**config.mk**
```make
export PLATFORM = sky130hd
export DESIGN_NAME = lookup_sequencer
export DESIGN_NICKNAME = d
export VERILOG_FILES = /design/src/rtl/fib_pkg.sv /design/src/rtl/lookup_name_reg.sv /design/src/rtl/lookup_sequencer.sv
export SDC_FILE = /design/constraint.sdc
export NUM_CORES = 1
export LEC_CHECK = 0
export BUFFER_PORTS_ARGS = -buffer_cell sky130_fd_sc_hd__clkbuf_2
export CAP_MARGIN = 20
export CORE_MARGIN = 4
export CORE_UTILIZATION = 37
export CTS_CLUSTER_SIZE = 8
export DETAILED_ROUTE_END_ITERATION = 16
export HOLD_SLACK_MARGIN = 0.02
export PLACE_DENSITY = 0.63
export SLEW_MARGIN = 20
export SYNTH_ARGS = -nofsm -noshare
export SYNTH_HDL_FRONTEND = slang
export SYNTH_SLANG_ARGS = --single-unit
```
**constraint.sdc**
```tcl
create_clock -name clk -period 6 [get_ports clk]
set_clock_uncertainty 0.1 [all_clocks]
set_input_delay 0.3 -clock clk [delete_from_list [all_inputs] [get_ports clk]]
set_output_delay 0.3 -clock clk [all_outputs]
set_load 0.02 [all_outputs]
```
**src/rtl/fib_pkg.sv**
```systemverilog
// Shared constants and types for the name-tree lookup sequencer.
// The result struct groups what the sequencer reports once a lookup terminates.
package fib_pkg;

  localparam int WORD_SIZE    = 16;
  localparam int POINTER_SIZE = 16;
  localparam int MAX_LEVELS   = 8;
  localparam int LEVEL_BITS   = $clog2(MAX_LEVELS);

  typedef enum logic [1:0] {
    IDLE  = 2'd0,
    ISSUE = 2'd1,
    WAIT  = 2'd2,
    DONE  = 2'd3
  } state_t;

  typedef struct packed {
    logic                    match;
    logic [LEVEL_BITS:0]     depth;
    logic [POINTER_SIZE-1:0] pointer;
  } result_t;

endpackage

```
**src/rtl/lookup_name_reg.sv**
```systemverilog
// Holds the name captured at request acceptance and returns the component
// selected by the current tree depth.
module lookup_name_reg
  import fib_pkg::*;
#(
  parameter int WORD_SIZE  = fib_pkg::WORD_SIZE,
  parameter int MAX_LEVELS = fib_pkg::MAX_LEVELS,
  parameter int LEVEL_BITS = fib_pkg::LEVEL_BITS
) (
  input  logic                             clk,
  input  logic                             reset,
  input  logic                             load_in,
  input  logic [MAX_LEVELS*WORD_SIZE-1:0]  name_in,
  input  logic [LEVEL_BITS-1:0]            sel_in,
  output logic [WORD_SIZE-1:0]             comp_out
);

  logic [WORD_SIZE-1:0] comp_q [MAX_LEVELS];
  logic [WORD_SIZE-1:0] comp_d [MAX_LEVELS];

  always_comb begin
    for (int i = 0; i < MAX_LEVELS; i++) begin
      comp_d[i] = load_in ? name_in[i*WORD_SIZE +: WORD_SIZE] : comp_q[i];
    end
  end

  always_ff @(posedge clk) begin
    if (reset) begin
      for (int i = 0; i < MAX_LEVELS; i++) begin
        comp_q[i] <= '0;
      end
    end else begin
      for (int i = 0; i < MAX_LEVELS; i++) begin
        comp_q[i] <= comp_d[i];
      end
    end
  end

  // Guard the select for depths that are not a power of two.
  always_comb begin
    comp_out = '0;
    if (32'(sel_in) < MAX_LEVELS) begin
      comp_out = comp_q[sel_in];
    end
  end

endmodule

```
**src/rtl/lookup_sequencer.sv**
```systemverilog
// Walks a name tree one level per ISSUE/WAIT pair and reports the longest
// matched prefix together with the child pointer found at the deepest match.
module lookup_sequencer #(
  parameter int WORD_SIZE    = fib_pkg::WORD_SIZE,
  parameter int POINTER_SIZE = fib_pkg::POINTER_SIZE,
  parameter int MAX_LEVELS   = fib_pkg::MAX_LEVELS,
  parameter int LEVEL_BITS   = fib_pkg::LEVEL_BITS
) (
  input  logic                             clk,
  input  logic                             reset,
  input  logic                             req_valid_in,
  output logic                             req_ready_out,
  input  logic [LEVEL_BITS:0]              name_len_in,
  input  logic [MAX_LEVELS*WORD_SIZE-1:0]  name_in,
  output logic                             level_en_out,
  output logic [LEVEL_BITS-1:0]            level_sel_out,
  output logic [POINTER_SIZE-1:0]          address_out,
  output logic [WORD_SIZE-1:0]             lookup_cont_out,
  input  logic [POINTER_SIZE-1:0]          next_pointer_in,
  input  logic                             is_match_in,
  input  logic                             no_child_in,
  output logic                             result_valid_out,
  input  logic                             result_ready_in,
  output logic                             result_match_out,
  output logic [LEVEL_BITS:0]              result_depth_out,
  output logic [POINTER_SIZE-1:0]          result_pointer_out
);

  import fib_pkg::*;

  localparam logic [LEVEL_BITS:0] MAX_LEN = (LEVEL_BITS+1)'(MAX_LEVELS);

  state_t                  state_q,      state_d;
  logic [LEVEL_BITS:0]     len_q,        len_d;
  logic [LEVEL_BITS-1:0]   depth_q,      depth_d;
  logic [POINTER_SIZE-1:0] cur_ptr_q,    cur_ptr_d;
  logic [LEVEL_BITS:0]     best_depth_q, best_depth_d;
  logic [POINTER_SIZE-1:0] best_ptr_q,   best_ptr_d;
  logic [POINTER_SIZE-1:0] addr_hold_q,  addr_hold_d;
  logic [WORD_SIZE-1:0]    cont_hold_q,  cont_hold_d;

  logic                    name_load;
  logic [WORD_SIZE-1:0]    comp_sel;
  logic [LEVEL_BITS:0]     len_clamped;
  logic [LEVEL_BITS:0]     depth_inc;
  result_t                 result;

  lookup_name_reg #(
    .WORD_SIZE  (WORD_SIZE),
    .MAX_LEVELS (MAX_LEVELS),
    .LEVEL_BITS (LEVEL_BITS)
  ) u_name_reg (
    .clk      (clk),
    .reset    (reset),
    .load_in  (name_load),
    .name_in  (name_in),
    .sel_in   (depth_q),
    .comp_out (comp_sel)
  );

  assign len_clamped = (name_len_in > MAX_LEN) ? MAX_LEN : name_len_in;
  assign depth_inc   = {1'b0, depth_q} + {{LEVEL_BITS{1'b0}}, 1'b1};

  always_comb begin
    state_d      = state_q;
    len_d        = len_q;
    depth_d      = depth_q;
    cur_ptr_d    = cur_ptr_q;
    best_depth_d = best_depth_q;
    best_ptr_d   = best_ptr_q;
    addr_hold_d  = addr_hold_q;
    cont_hold_d  = cont_hold_q;
    name_load    = 1'b0;

    unique case (state_q)
      IDLE: begin
        if (req_valid_in) begin
          name_load    = 1'b1;
          len_d        = len_clamped;
          depth_d      = '0;
          cur_ptr_d    = '0;
          best_depth_d = '0;
          best_ptr_d   = '0;
          state_d      = (len_clamped == '0) ? DONE : ISSUE;
        end
      end
      ISSUE: begin
        // Remember what was presented so the level bus holds steady afterwards.
        addr_hold_d = cur_ptr_q;
        cont_hold_d = comp_sel;
        state_d     = WAIT;
      end
      WAIT: begin
        if (is_match_in) begin
          best_depth_d = depth_inc;
          best_ptr_d   = next_pointer_in;
        end
        // Continuing implies depth_inc < len_q <= MAX_LEVELS, so depth cannot wrap.
        if (!is_match_in || no_child_in || (depth_inc == len_q)) begin
          state_d = DONE;
        end else begin
          cur_ptr_d = next_pointer_in;
          depth_d   = depth_inc[LEVEL_BITS-1:0];
          state_d   = ISSUE;
        end
      end
      DONE: begin
        if (result_ready_in) begin
          state_d = IDLE;
        end
      end
      default: state_d = IDLE;
    endcase
  end

  always_ff @(posedge clk) begin
    if (reset) begin
      state_q      <= IDLE;
      len_q        <= '0;
      depth_q      <= '0;
      cur_ptr_q    <= '0;
      best_depth_q <= '0;
      best_ptr_q   <= '0;
      addr_hold_q  <= '0;
      cont_hold_q  <= '0;
    end else begin
      state_q      <= state_d;
      len_q        <= len_d;
      depth_q      <= depth_d;
      cur_ptr_q    <= cur_ptr_d;
      best_depth_q <= best_depth_d;
      best_ptr_q   <= best_ptr_d;
      addr_hold_q  <= addr_hold_d;
      cont_hold_q  <= cont_hold_d;
    end
  end

  always_comb begin
    result.match   = (best_depth_q != '0);
    result.depth   = best_depth_q;
    result.pointer = best_ptr_q;
  end

  assign req_ready_out      = (state_q == IDLE);
  assign level_en_out       = (state_q == ISSUE);
  assign level_sel_out      = depth_q;
  assign address_out        = (state_q == ISSUE) ? cur_ptr_q : addr_hold_q;
  assign lookup_cont_out    = (state_q == ISSUE) ? comp_sel  : cont_hold_q;
  assign result_valid_out   = (state_q == DONE);
  assign result_match_out   = result.match;
  assign result_depth_out   = result.depth;
  assign result_pointer_out = result.pointer;

endmodule

```
==> results.md, run 1 <==
Synth:
- After synthesis, the netlist uses just under 50 different library cells.
- The share of the Yosys chip area taken by registers is 0.606.
- Counting every net in the synthesized netlist gives about 850.
- Of all flip-flops after synthesis, the portion carrying an async set or reset was 0.
- Sorting the synthesized cells by how often they occur yields sky130_fd_sc_hd__edfxtp_1, sky130_fd_sc_hd__and2_1, sky130_fd_sc_hd__dfxtp_1.
- The number of synthesized register bits is between 200 and 250.
- The leading cell type by number of instances after synthesis is sky130_fd_sc_hd__edfxtp_1.
- Synthesis produced a netlist whose cell count is between 600 and 700.
- The most used flip-flop cell after synthesis is sky130_fd_sc_hd__edfxtp_1.
- The synthesized design contains between 100 and 150 enable-type register cells.
- Sorting the synthesized cells by area gives the leading types as sky130_fd_sc_hd__edfxtp_1, sky130_fd_sc_hd__dfxtp_1, sky130_fd_sc_hd__mux4_2.
- sky130_fd_sc_hd__edfxtp_1 takes more of the synthesized area than any other cell.
- The Yosys step of the flow raised 0 warnings.
- The post-synthesis instance area is between 0.008 and 0.009 sq mm.
- The fraction of synthesized cell area taken by the top area cell type is 0.428.
- Dividing the synthesized area by the synthesized cell count gives roughly 13 sq um.

Route:
- The initial DRC count is ~380.
- The pre-antenna-repair detailed-routing pass consisted of 4 iterations.
- The routed layout has 6448 vias.
- The total wire length is between 20000 and 25000 um.
- The remaining antenna violation count after routing is 0.
- Dividing the detail-routed via count by the number of cells gives ~4.7.
- The average detailed-routed wire length per instance is between 15 and 20 um.
- After detailed routing, the number of remaining DRC violations is 0.

Power and ir drop:
- The worst-case IR drop observed on VDD is approximately 0.16 mV.
- For this design the static power due to leakage is 5.00 nW.
- The total power draw is between 0.003 and 0.004 W.
- In this run the power density over the cells is around 280 mW/mm^2.

Timing:
- The total count of max-transition violations in the final report was 0.
- For the pin with the worst max-slew slack, the measured transition is 0.914 ns.
- Setup repair after global routing left no endpoint under its margin.
- The relative slew slack is 0.391.
- In the finished design, the share of the clock period the worst path needs comes to 0.489.
- The final-report setup violation count is 0.
- The total negative slack for setup checks is 0 ns.
- The final critical path time including I/O delays and setup is around 2.9 ns.
- The hold violation total from the final report is 0.
- Timing would allow up to approximately 0.34 GHz.

Floorplan:
- The die covers roughly 0.027 sq mm.
- The area of the core is roughly 0.024 sq mm.
- The number of I/O pins is 213.
- The number of placement rows is 56.
- The starting utilization of the core area is 0.379.
- The die outline height is 164 um.
- The floorplan die width is ~160 um.

Global route:
- The maximum number of pins on one net before global-route repair is just under 100.
- The number of antenna violations at the first check in global routing is 0.
- The global route total overflow is 0.
- The wire length of the first global-routing pass is around 35000 um.
- The number of global-route vias before repair is 6580.
- The overall track demand over capacity in global routing is 0.165.

Finish:
- The filler cell count in the final layout is between 2000 and 2500.
- In the final layout, the share of cells above drive strength 1 is 0.302.
- Summing all flip-flop and latch instances after layout gives between 0.005 and 0.006 sq mm.
- The layout overhead on the synthesized area is 39.4%.
- The diode insertion count for antenna repair is 0.
- The net total in the final layout is ~1200.
- The multi-input combinational cells in the finished layout cover a total of around 0.0033 sq mm.

Clock tree:
- The clock drives between 200 and 250 sinks.
- After clock tree synthesis, the clock-pin slew on the worst setup and hold paths is about 0.05 ns.
- After clock tree synthesis, the repair step resized 0 gates.
- The later pin in the worst-skew pair is clocked with a latency of roughly 0.54 ns.
- TritonCTS created 29 clock buffers.
- The number of buffers inserted by post-CTS setup repair is 0.
- CTS built an H-tree with a depth of 1.
- Hold repair after CTS inserted roughly 150 buffers.
- The clock tree from TritonCTS is built.
- The maximum number of buffers from clock root to sink is 3.
- The tree is rooted in a sky130_fd_sc_hd__clkbuf_16.

Worst hold path:
- In this run the worst hold path is classified as input pin to flop.
- The number of cells on the worst hold path is 2.
- The path with the worst hold slack has its endpoint at u_name_reg.comp_q[7][2].
- The startpoint identified for the worst hold timing path is name_in[114].

Place:
- Detailed placement finished with a half-perimeter wire length of 13700 um.
- The weighted congestion reported at the end of routability-driven placement is approximately 0.75.
- Buffers placed on the I/O ports in this run total 212.

Setup path:
- The launching point of the worst reg2reg path is state_q[0].
- The category of the most critical setup path is flop to output port.
- The worst endpoint data arrival time is roughly 2.5 ns.
- The worst setup path is launched from a flop.
- Measured in cells, the most critical reg-to-reg path has a length of 3.
- The reg2reg setup slack is 3.09 ns.
- The data required time at the worst endpoint is ~5.6 ns.
- The reg-to-reg endpoint is u_name_reg.comp_q[7][14].
- The critical path capture point type is an output port.
- In this run the worst path has a maximum fanout of 32.

Status:
- The run finished with clean final reports.

Flow run:
- Max-cap violations in this run came to 0.
[metrics by stage]
step           utilization  std cells  hold slack [ns]  area, sq um  worst slack [ns]
6_report             0.528       1367           0.0552        12500              3.06
5_1_grt              0.528       1367           0.0405        12500              2.83
4_1_cts              0.528       1367           0.0225        12500              2.94
3_5_place_dp         0.433       1175            0.344        10200              2.88
3_3_place_gp         0.433       1175            0.337        10200              2.90
2_1_floorplan            -        692            0.344         8980              1.61
[cells in the final DEF, fill, tap and decap left out, drive strengths merged, types with 2 or more instances in the layout]
cell         Yosys  routed
buf             26       8
o21ai           17      17
nand2b           2       2
nor4             2       2
dlygate4sd3      0     145
nand3           19      19
inv              3       4
nand3b           2       2
and2           103     103
nor3b            3       3
mux2            16      16
xor2             3       3
a21oi           46      46
nor2b           59      59
mux2i           17      17
mux4            32      32
a31o             2       2
clkbuf          29     257
nand2           41      41
edfxtp         128     128
or3              3       3
dfxtp           80      80
o211ai          35      35
nor2             8       8
[cells by family (layout without fill, tap and decap cells)]
kind of cell,after synthesis,after routing,share of synthesized area
fa+ha+maj,1,1,0.00139
flops,208,208,0.606
simple gates,249,249,0.159
buf+inv,58,414,0.0307
xor+xnor,4,4,0.00390
mux,65,65,0.119
compound gates,107,107,0.0790
[worst max path at each step]
stage / startpoint / slack, ns / to / cells after the start
global placement: reset / 2.90 / u_name_reg.comp_q[1][12] / 4
detailed placement: reset / 2.88 / u_name_reg.comp_q[2][12] / 4
finish: flop / 3.06 / lookup_cont_out[5] / 5
floorplan: state_q[1] / 1.61 / u_name_reg.comp_q[0][0] / 4
CTS: flop / 2.94 / lookup_cont_out[0] / 5
global route: flop / 2.83 / lookup_cont_out[0] / 5
[critical path, stage by stage (launching register included)]
cell and delay, ns:
sky130_fd_sc_hd__dfxtp_2 0.31, sky130_fd_sc_hd__buf_4 0.54, sky130_fd_sc_hd__mux4_2 0.58, sky130_fd_sc_hd__mux2i_1 0.23, sky130_fd_sc_hd__o21ai_1 0.10, sky130_fd_sc_hd__clkbuf_2 0.20
[layer usage]
layer	GRT usage	share of wire	up-vias
li1	-	-	3182
met1	0.231	0.46	3013
met2	0.262	0.46	211
met3	0.0314	0.061	42
met4	0.0488	0.027	0
met5	0	0	-
[layout make-up]
cell class                 count  share of cell area
clock buffer                  46              0.0631
clock inverter                 1             0.00160
inverter                       3            0.000900
multi-input combinational    426               0.262
sequential                   208               0.435
tap                          319              0.0319
timing repair buffer         364               0.205
[power by group]
| part | internal [W] | switching (W) | leakage (nW) | total, W |
|---|---|---|---|---|
| registers | 0.00163 | 0.0000260 | 2.02 | 0.00165 |
| logic | 0.000189 | 0.000204 | 2.59 | 0.000393 |
| clock network | 0.000888 | 0.000572 | 0.387 | 0.00146 |
| total | 0.00270 | 0.000802 | 5.00 | 0.00351 |
[state kept, by name, indices dropped and copies added (netlist names), named ones only]
name,flops
u_name_reg.comp_q,128
addr_hold_q,16
cont_hold_q,16
cur_ptr_q,16
result_pointer_out,16
len_q,4
result_depth_out,4
level_sel_out,3
state_q,2
(Power assumes the default switching activity.)
==> inputs of run 2 (changes only) <==
- PLACE_DENSITY: 0.63 -> 0.65
- clock period: 6 -> 2.7 ns (I/O delays scaled with it)
==> run 2 against run 1 <==
Sequential power is 120% higher. Sequential share of layout area decreased by 0.76 points. Cell area is 1.8% higher. Highest routed layer unchanged. Largest cell class unchanged. Flip-flop and latch count stayed put. Via count rose by 4.9%. Critical path depth grew 2. Final cell count grew 1.5%.
==> results.md, run 2 (synthesized netlist as in run 1, its figures left out) <==
Clock tree:
- Clock latency on the worst-skew pair, taken at its later pin, is between 0.5 and 0.6 ns.
- The number of buffers inserted by post-CTS setup repair is 0.
- The clock passes through at most 3 buffers.
- The number of buffers inserted during clock tree synthesis is 29.
- The number of sinks on the clock net is ~210.
- In this run the number of H-tree levels came out at 1.
- After clock tree synthesis, the clock-pin slew on the worst setup and hold paths is approximately 0.05 ns.
- The tree is rooted in a sky130_fd_sc_hd__clkbuf_16.
- TritonCTS built the clock tree.

Setup path:
- The slowest cell on the critical path is sky130_fd_sc_hd__dfxtp_1.
- The worst setup path is launched from a flop.
- The signal on the critical path passes through ha_1 -> xor2_1 -> or3_1 -> a21oi_1 -> buf_4 -> o211ai_1 -> a21oi_1.
- Among the stages of the critical path, the cell type that occurs most often is sky130_fd_sc_hd__a21oi_1.
- The category of the most critical setup path is flop to flop.
- The data required time at the worst endpoint is between 3 and 4 ns.
- The worst endpoint data arrival time is about 2.8 ns.
- The worst setup path is captured at a flop.
- In this design, the stage delay of the slowest critical-path cell is around 0.5 ns.
- Of all nets on the critical path, the largest fanout is 16.

Finish:
- The top cell types in the final layout, fill and taps aside, are sky130_fd_sc_hd__clkbuf_2, sky130_fd_sc_hd__dlygate4sd3_1, sky130_fd_sc_hd__edfxtp_1, sky130_fd_sc_hd__and2_1, sky130_fd_sc_hd__dfxtp_1.
- Relative to the synthesized area, the layout overhead comes to 41.8%.
- After routing the design area is 0.0127 sq mm.
- The library cell used most frequently in the layout, excluding fill and tap cells, is sky130_fd_sc_hd__clkbuf_2.
- For this run, the post-layout net count is between 1000 and 1500.
- The flip-flop count of the largest register, all copies and words added is approximately 130.
- In the final layout, the share of cells above drive strength 1 is 0.305.
- More flip-flops sit in one register than any other, and that register is u_name_reg.comp_q.

Power and ir drop:
- In this run the static leakage power is roughly 5.1 nW.
- Dividing total power by cell area gives a power density of between 600 and 700 mW/mm^2.
- The worst supply voltage drop on vdd is between 0.3 and 0.4 mV.

Place:
- Summed over all nets, the half-perimeter wirelength after detailed placement is between 10000 and 15000 um.
- At the end of routability-driven placement, the weighted congestion stood at 0.801.
- The placed instances occupy a cell area of roughly 0.010 sq mm.
- In this run the tool buffered the top-level ports with about 210 buffer cells.

Worst hold path:
- The path category of the worst min-delay check is input pin to flop.

Route:
- For this run, design rule violations remaining after detail routing come to 0.
- In the detailed route, the total length drawn on met3 is around 1700 um.
- Wires add up to about 24000 um.
- The post-route met1 wirelength is approximately 10000 um.
- For this block, the via count after detailed routing is between 6000 and 7000.
- The initial DRC count is around 380.
- Using the TritonRoute via totals, the vias-per-cell ratio works out to about 4.9.
- After detailed routing, the average wire length per cell comes to around 17 um.
- The remaining antenna violation count after routing is 0.
- The wire length on met2 is approximately 11000 um.
- The uppermost layer routed is met4.
- The pre-antenna-repair detailed-routing pass consisted of 5 iterations.

Floorplan:
- In this run the standard cell core region covers between 0.02 and 0.025 sq mm.
- The initial utilization of the core area, before any placement, comes to 0.379.
- The floorplan has 56 rows.
- The floorplan die width is 164 um.
- The die covers roughly 0.027 sq mm.
- The number of I/O pins is between 200 and 250.
- From bottom edge to top edge, the die measures ~160 um.

Global route:
- The number of antenna violations at the first check in global routing is 1.
- The number of global-route vias before repair came to 7025.
- The maximum number of pins on one net before global-route repair is 97.
- The first global-routing pass estimated 37400 um of wire.
- For this run, the total global-route usage over all layers was measured as 0.176.
- The total overflow left after global routing is 0.

Timing:
- Setup repair after global routing left no endpoint under its margin.
- The worst pin sits at a relative slew slack of 0.645.
- The total negative slack for setup checks is 0 ns.
- The total count of max-transition violations in the final report is 0.
- For this run, the top clock speed supported by timing is 0.410 GHz.
- The post-route clock period utilization is 0.904.
- The hold violation total from the final report came to 0.
- The worst path needs 2.44 ns of the cycle, external delays included.
- Setup violations remaining at the end of the flow were counted as 0.
- For the pin with the worst max-slew slack, the measured transition is 0.532 ns.

Flow run:
- The number of max-cap violations is 0.

Status:
- The run finished with clean final reports.
==> run 2: final timing paths <==
| kind | from | endpoint | slack, ns | cells past startpoint |
|---|---|---|---|---|
| setup reg to reg | level_sel_out[0] | cur_ptr_q[10] | 0.26 | 7 |
| hold reg to reg | result_pointer_out[0] | result_pointer_out[0] | 0.35 | 2 |
| setup / recovery | level_sel_out[0] | cur_ptr_q[10] | 0.26 | 7 |
| hold / removal | no_child_in | state_q[1] | 0.10 | 4 |
==> run 2: power by group <==
part	switching (W)	total, W	internal (W)
registers	0.0000608	0.00367	0.00361
clock network	0.00126	0.00323	0.00197
logic	0.000470	0.000929	0.000459
==> run 2: critical path, delay by kind of cell, from the launching register on <==
family / cells / cell delay, ns
AOI/OAI and AO/OA: 3 / 0.68
DFF: 1 / 0.51
and+or+nand+nor: 1 / 0.34
adders and majority gates: 1 / 0.31
buffers and inverters: 1 / 0.30
xor gates and xnor gates: 1 / 0.10
==> run 2: metrics by stage <==
step	power (W)	utilization	instances	hold WS, ns	setup WS, ns
floorplan	0.00417	-	692	0.179	0.177
global placement	0.00447	0.439	1185	0.309	0.203
detailed placement	0.00449	0.439	1185	0.310	0.0824
CTS	0.00791	0.538	1387	0.0680	0.0754
global route	0.00814	0.538	1388	0.101	0.0532
finish	0.00783	0.538	1388	0.101	0.260
==> run 2: layer usage <==
| metal | vias up | global-route usage |
|---|---|---|
| li1 | 3222 | - |
| met1 | 3214 | 0.235 |
| met2 | 272 | 0.290 |
| met3 | 54 | 0.0374 |
| met4 | 0 | 0.0541 |
| met5 | - | 0 |
==> run 2: layout make-up <==
type	count	area, sq um
Antenna cell	1	2.50
Sequential cell	208	5450
Tap cell	319	399
Multi-Input combinational cell	426	3280
Clock buffer	48	797
Fill cell	1995	10900
Inverter	3	11.3
Timing Repair Buffer	383	2800
==> run 2: what timing repair did <==
| action | in CTS | in global routing |
|---|---|---|
| endpoints found under the setup margin | 0 | 2 |
| gates resized for setup | 0 | 1 |
| hold buffers | 154 | 0 |
| hold endpoints to repair | 172 | 0 |
==> inputs of run 3 (changes only) <==
- CORE_UTILIZATION: 37 -> 54
- PLACE_DENSITY: 0.65 -> 0.84
- clock period: 2.7 -> 2.5 ns (I/O delays scaled with it)
==> run 3 against run 2 <==
Final cell count decreased by 6.7%. Register-to-register slack lost 0.02 ns. Die area decreased by 30%. Global-route usage rose by 12 points. Cell area hardly changed. Sequential power rose by 9.0%. Sequential share of layout area increased by 0.053 points. Utilization is 25 points higher. Clock-buffer cell count unchanged.
==> results.md, run 3 (synthesized netlist as in run 1, its figures left out) <==
Power and ir drop:
- The switching power summed over all nets is between 0.002 and 0.0025 W.
- The total power draw is approximately 0.0086 W.
- The fraction of power spent switching nets is 0.240.
- The power per cell area is just under 700 mW/mm^2.
- VDD sags by at most between 0.4 and 0.5 mV.
- The share of total power dissipated in combinational logic is 0.122.
- The internal portion of the total power is about 0.0065 W.
- The sequential share of power is 0.465.
- For this design the static power due to leakage is between 5 and 6 nW.
- The proportion of power drawn by the clock network is 0.413.

Timing:
- The total count of max-transition violations in the final report is 0.
- The slew of the pin with the lowest slew margin is about 0.66 ns.
- The post-route clock period utilization is 0.948.
- The total negative slack for setup checks is 0 ns.
- The worst hold margin is around 0.10 ns.
- Measured against its own limit, the worst slew margin works out to 0.560.
- The final-report setup violation count is 0.
- After layout, the minimum clock period comes to between 2 and 2.5 ns.
- The highest attainable clock frequency is 0.422 GHz.
- Setup repair after global routing left no endpoint under its margin.
- The hold violation total from the final report came to 0.

Route:
- The remaining design rule violation count is 0.
- The remaining antenna violation count after routing is 0.
- After detailed routing, the average wire length per cell comes to approximately 21 um.
- The total wire length is roughly 27000 um.
- The via count is just over 7000.
- After the first detailed-routing iteration, the DRC count stood at between 500 and 600.
- In the routed layout, each cell is associated on average with a via count of 5.62.
- The first detailed-routing pass ran for 5 iterations.

Clock tree:
- The number of buffers inserted during clock tree synthesis is 29.
- Clock latency on the worst-skew pair, taken at its later pin, is 0.51 ns.
- The library cell used as clock root buffer is sky130_fd_sc_hd__clkbuf_16.
- The maximum level of the CTS H-tree is 1.
- The number of sinks on the clock net is between 200 and 250.
- The clock tree from TritonCTS is built.
- After clock tree synthesis, the clock-pin slew on the worst setup and hold paths is 0.05 ns.
- The maximum number of buffers from clock root to sink is 3.

Setup path:
- The worst setup path is captured at an output port.
- The slowest cell on the critical path is sky130_fd_sc_hd__mux4_2.
- For the worst setup path, the data arrival time is roughly 2.1 ns.
- The critical path's top delay family is multiplexers.
- Counting both buffers and inverters, the worst setup path holds a total of 2.
- The startpoint kind of the worst setup timing path is a flop.
- Walking the worst path, the cells encountered are buf_12 -> mux4_2 -> mux2i_1 -> o21ai_1 -> clkbuf_2.
- The category of the most critical setup path is flop to output port.
- In this design, the stage delay of the slowest critical-path cell is roughly 0.52 ns.
- Along the worst path, the maximum fanout reaches 9.
- The data required time at the worst endpoint is 2.28 ns.

Global route:
- The number of antenna violations at the first check in global routing was 1.
- The maximum number of pins on one net before global-route repair is a little under 100.
- The number of global-route vias before repair is ~7700.
- The wire length of the first global-routing pass is ~42000 um.
- For this run the aggregate overflow at the end of global routing stands at 0.
- The overall track demand over capacity in global routing is 0.292.

Floorplan:
- The die is around 140 um wide.
- The area of the die is ~0.019 sq mm.
- Row generation in the floorplan step produced 46 rows.
- The number of I/O pins is approximately 210.
- The initial utilization of the core area, before any placement, comes to 0.557.
- The die outline height is roughly 140 um.
- The area of the core is around 0.016 sq mm.

Finish:
- The utilization of the core after routing is 0.790.
- The area taken by flip-flops and latches is 0.00545 sq mm.
- The final layout contains between 1000 and 1500 nets.
- The filler cell count in the final layout is between 800 and 900.
- From synthesis to final layout, the design area changed by 41.8%.
- Of the cells placed in the final design, the portion with a size suffix greater than 1 is 0.314.
- Leaving out fill and tap cells, the most frequent cells in the layout are sky130_fd_sc_hd__clkbuf_2, sky130_fd_sc_hd__dlygate4sd3_1, sky130_fd_sc_hd__edfxtp_1, sky130_fd_sc_hd__and2_1, sky130_fd_sc_hd__dfxtp_1.
- The combined area of the multi-input logic cells is about 0.0033 sq mm.
- The flip-flop count of the largest register, all copies and words added is around 130.
- Counting flops per register, the top entry is u_name_reg.comp_q.
- The commonest non-fill, non-tap cell in the layout is sky130_fd_sc_hd__clkbuf_2.

Place:
- The count of input and output buffers is between 200 and 250.
- The HPWL after detailed placement is 14700 um.
- The weighted congestion reported at the end of routability-driven placement is around 0.82.

Status:
- The flow ran to the end, and the final reports show no timing, DRC or antenna violations.

Flow run:
- The number of max-cap violations is 0.

Worst hold path:
- The tightest min-delay check is of the input pin to flop type.
==> run 3: cell types whose count changed in the layout (fill, tap and decap cells not counted), sizes merged <==
| cell | previous run | this run |
|---|---|---|
| buf | 18 | 28 |
| clkbuf | 259 | 260 |
| dlygate4sd3 | 154 | 153 |
==> run 3: cell type report <==
type,count,share of cell area
diodes,1,0.000196
well taps,216,0.0212
inverters,3,0.000884
multi-input cells,426,0.258
repair buffers,393,0.229
clock buffers,48,0.0626
flip-flops and latches,208,0.428
==> run 3: timing repair <==
action                                  in CTS  in global routing
endpoints found under the setup margin       4                 21
endpoints found under the hold margin      174                  0
gates cloned                                 0                  1
buffers inserted                             0                  2
hold buffers                               153                  0
resized for setup                            1                  4
==> run 3: final timing paths <==
kind | from | end | slack, ns | cells after the start
worst max-delay path | flop | lookup_cont_out[0] | 0.13 | 5
worst max register to register | level_sel_out[0] | level_sel_out[1] | 0.24 | 7
worst min register to register | result_pointer_out[7] | result_pointer_out[7] | 0.35 | 2
worst min-delay path | no_child_in | level_sel_out[2] | 0.10 | 4
==> run 3: worst register-to-register path: cells and delay by family, from the launching register on <==
kind	cells	cell delay, ns
DFF	1	0.49
adders and majority gates	1	0.30
xor gates and xnor gates	1	0.10
and+or+nand+nor	2	0.56
AOI/OAI and AO/OA	2	0.35
buffers and inverters	1	0.21
==> run 3: through the flow <==
stage / std cells / worst slack [ns] / area (sq um)
3_5_place_dp: 1090 / 0.201 / 10400
3_3_place_gp: 1090 / 0.338 / 10400
4_1_cts: 1291 / 0.0310 / 12700
2_1_floorplan: 692 / 0.298 / 9000
6_report: 1295 / 0.131 / 12700
5_1_grt: 1295 / 0.0593 / 12700
==> run 3: routing by layer <==
metal  global-route usage  part of all wire  wire length (um)
met2                0.509              0.50             13600
met1                0.355              0.37             10200
met3               0.0651             0.089              2440
met5                    0                 0                 0
met4                0.113             0.042              1140
==> run 3: power by group through the flow <==
stage / clock (W) / combinational [W] / sequential (W)
final: 0.00355 / 0.00105 / 0.00400
after detailed placement: 0 / 0.000801 / 0.00405
after floorplan: 0 / 0.000487 / 0.00402
after CTS: 0.00351 / 0.000996 / 0.00398
after global routing: 0.00373 / 0.00112 / 0.00401
after global placement: 0 / 0.000789 / 0.00402
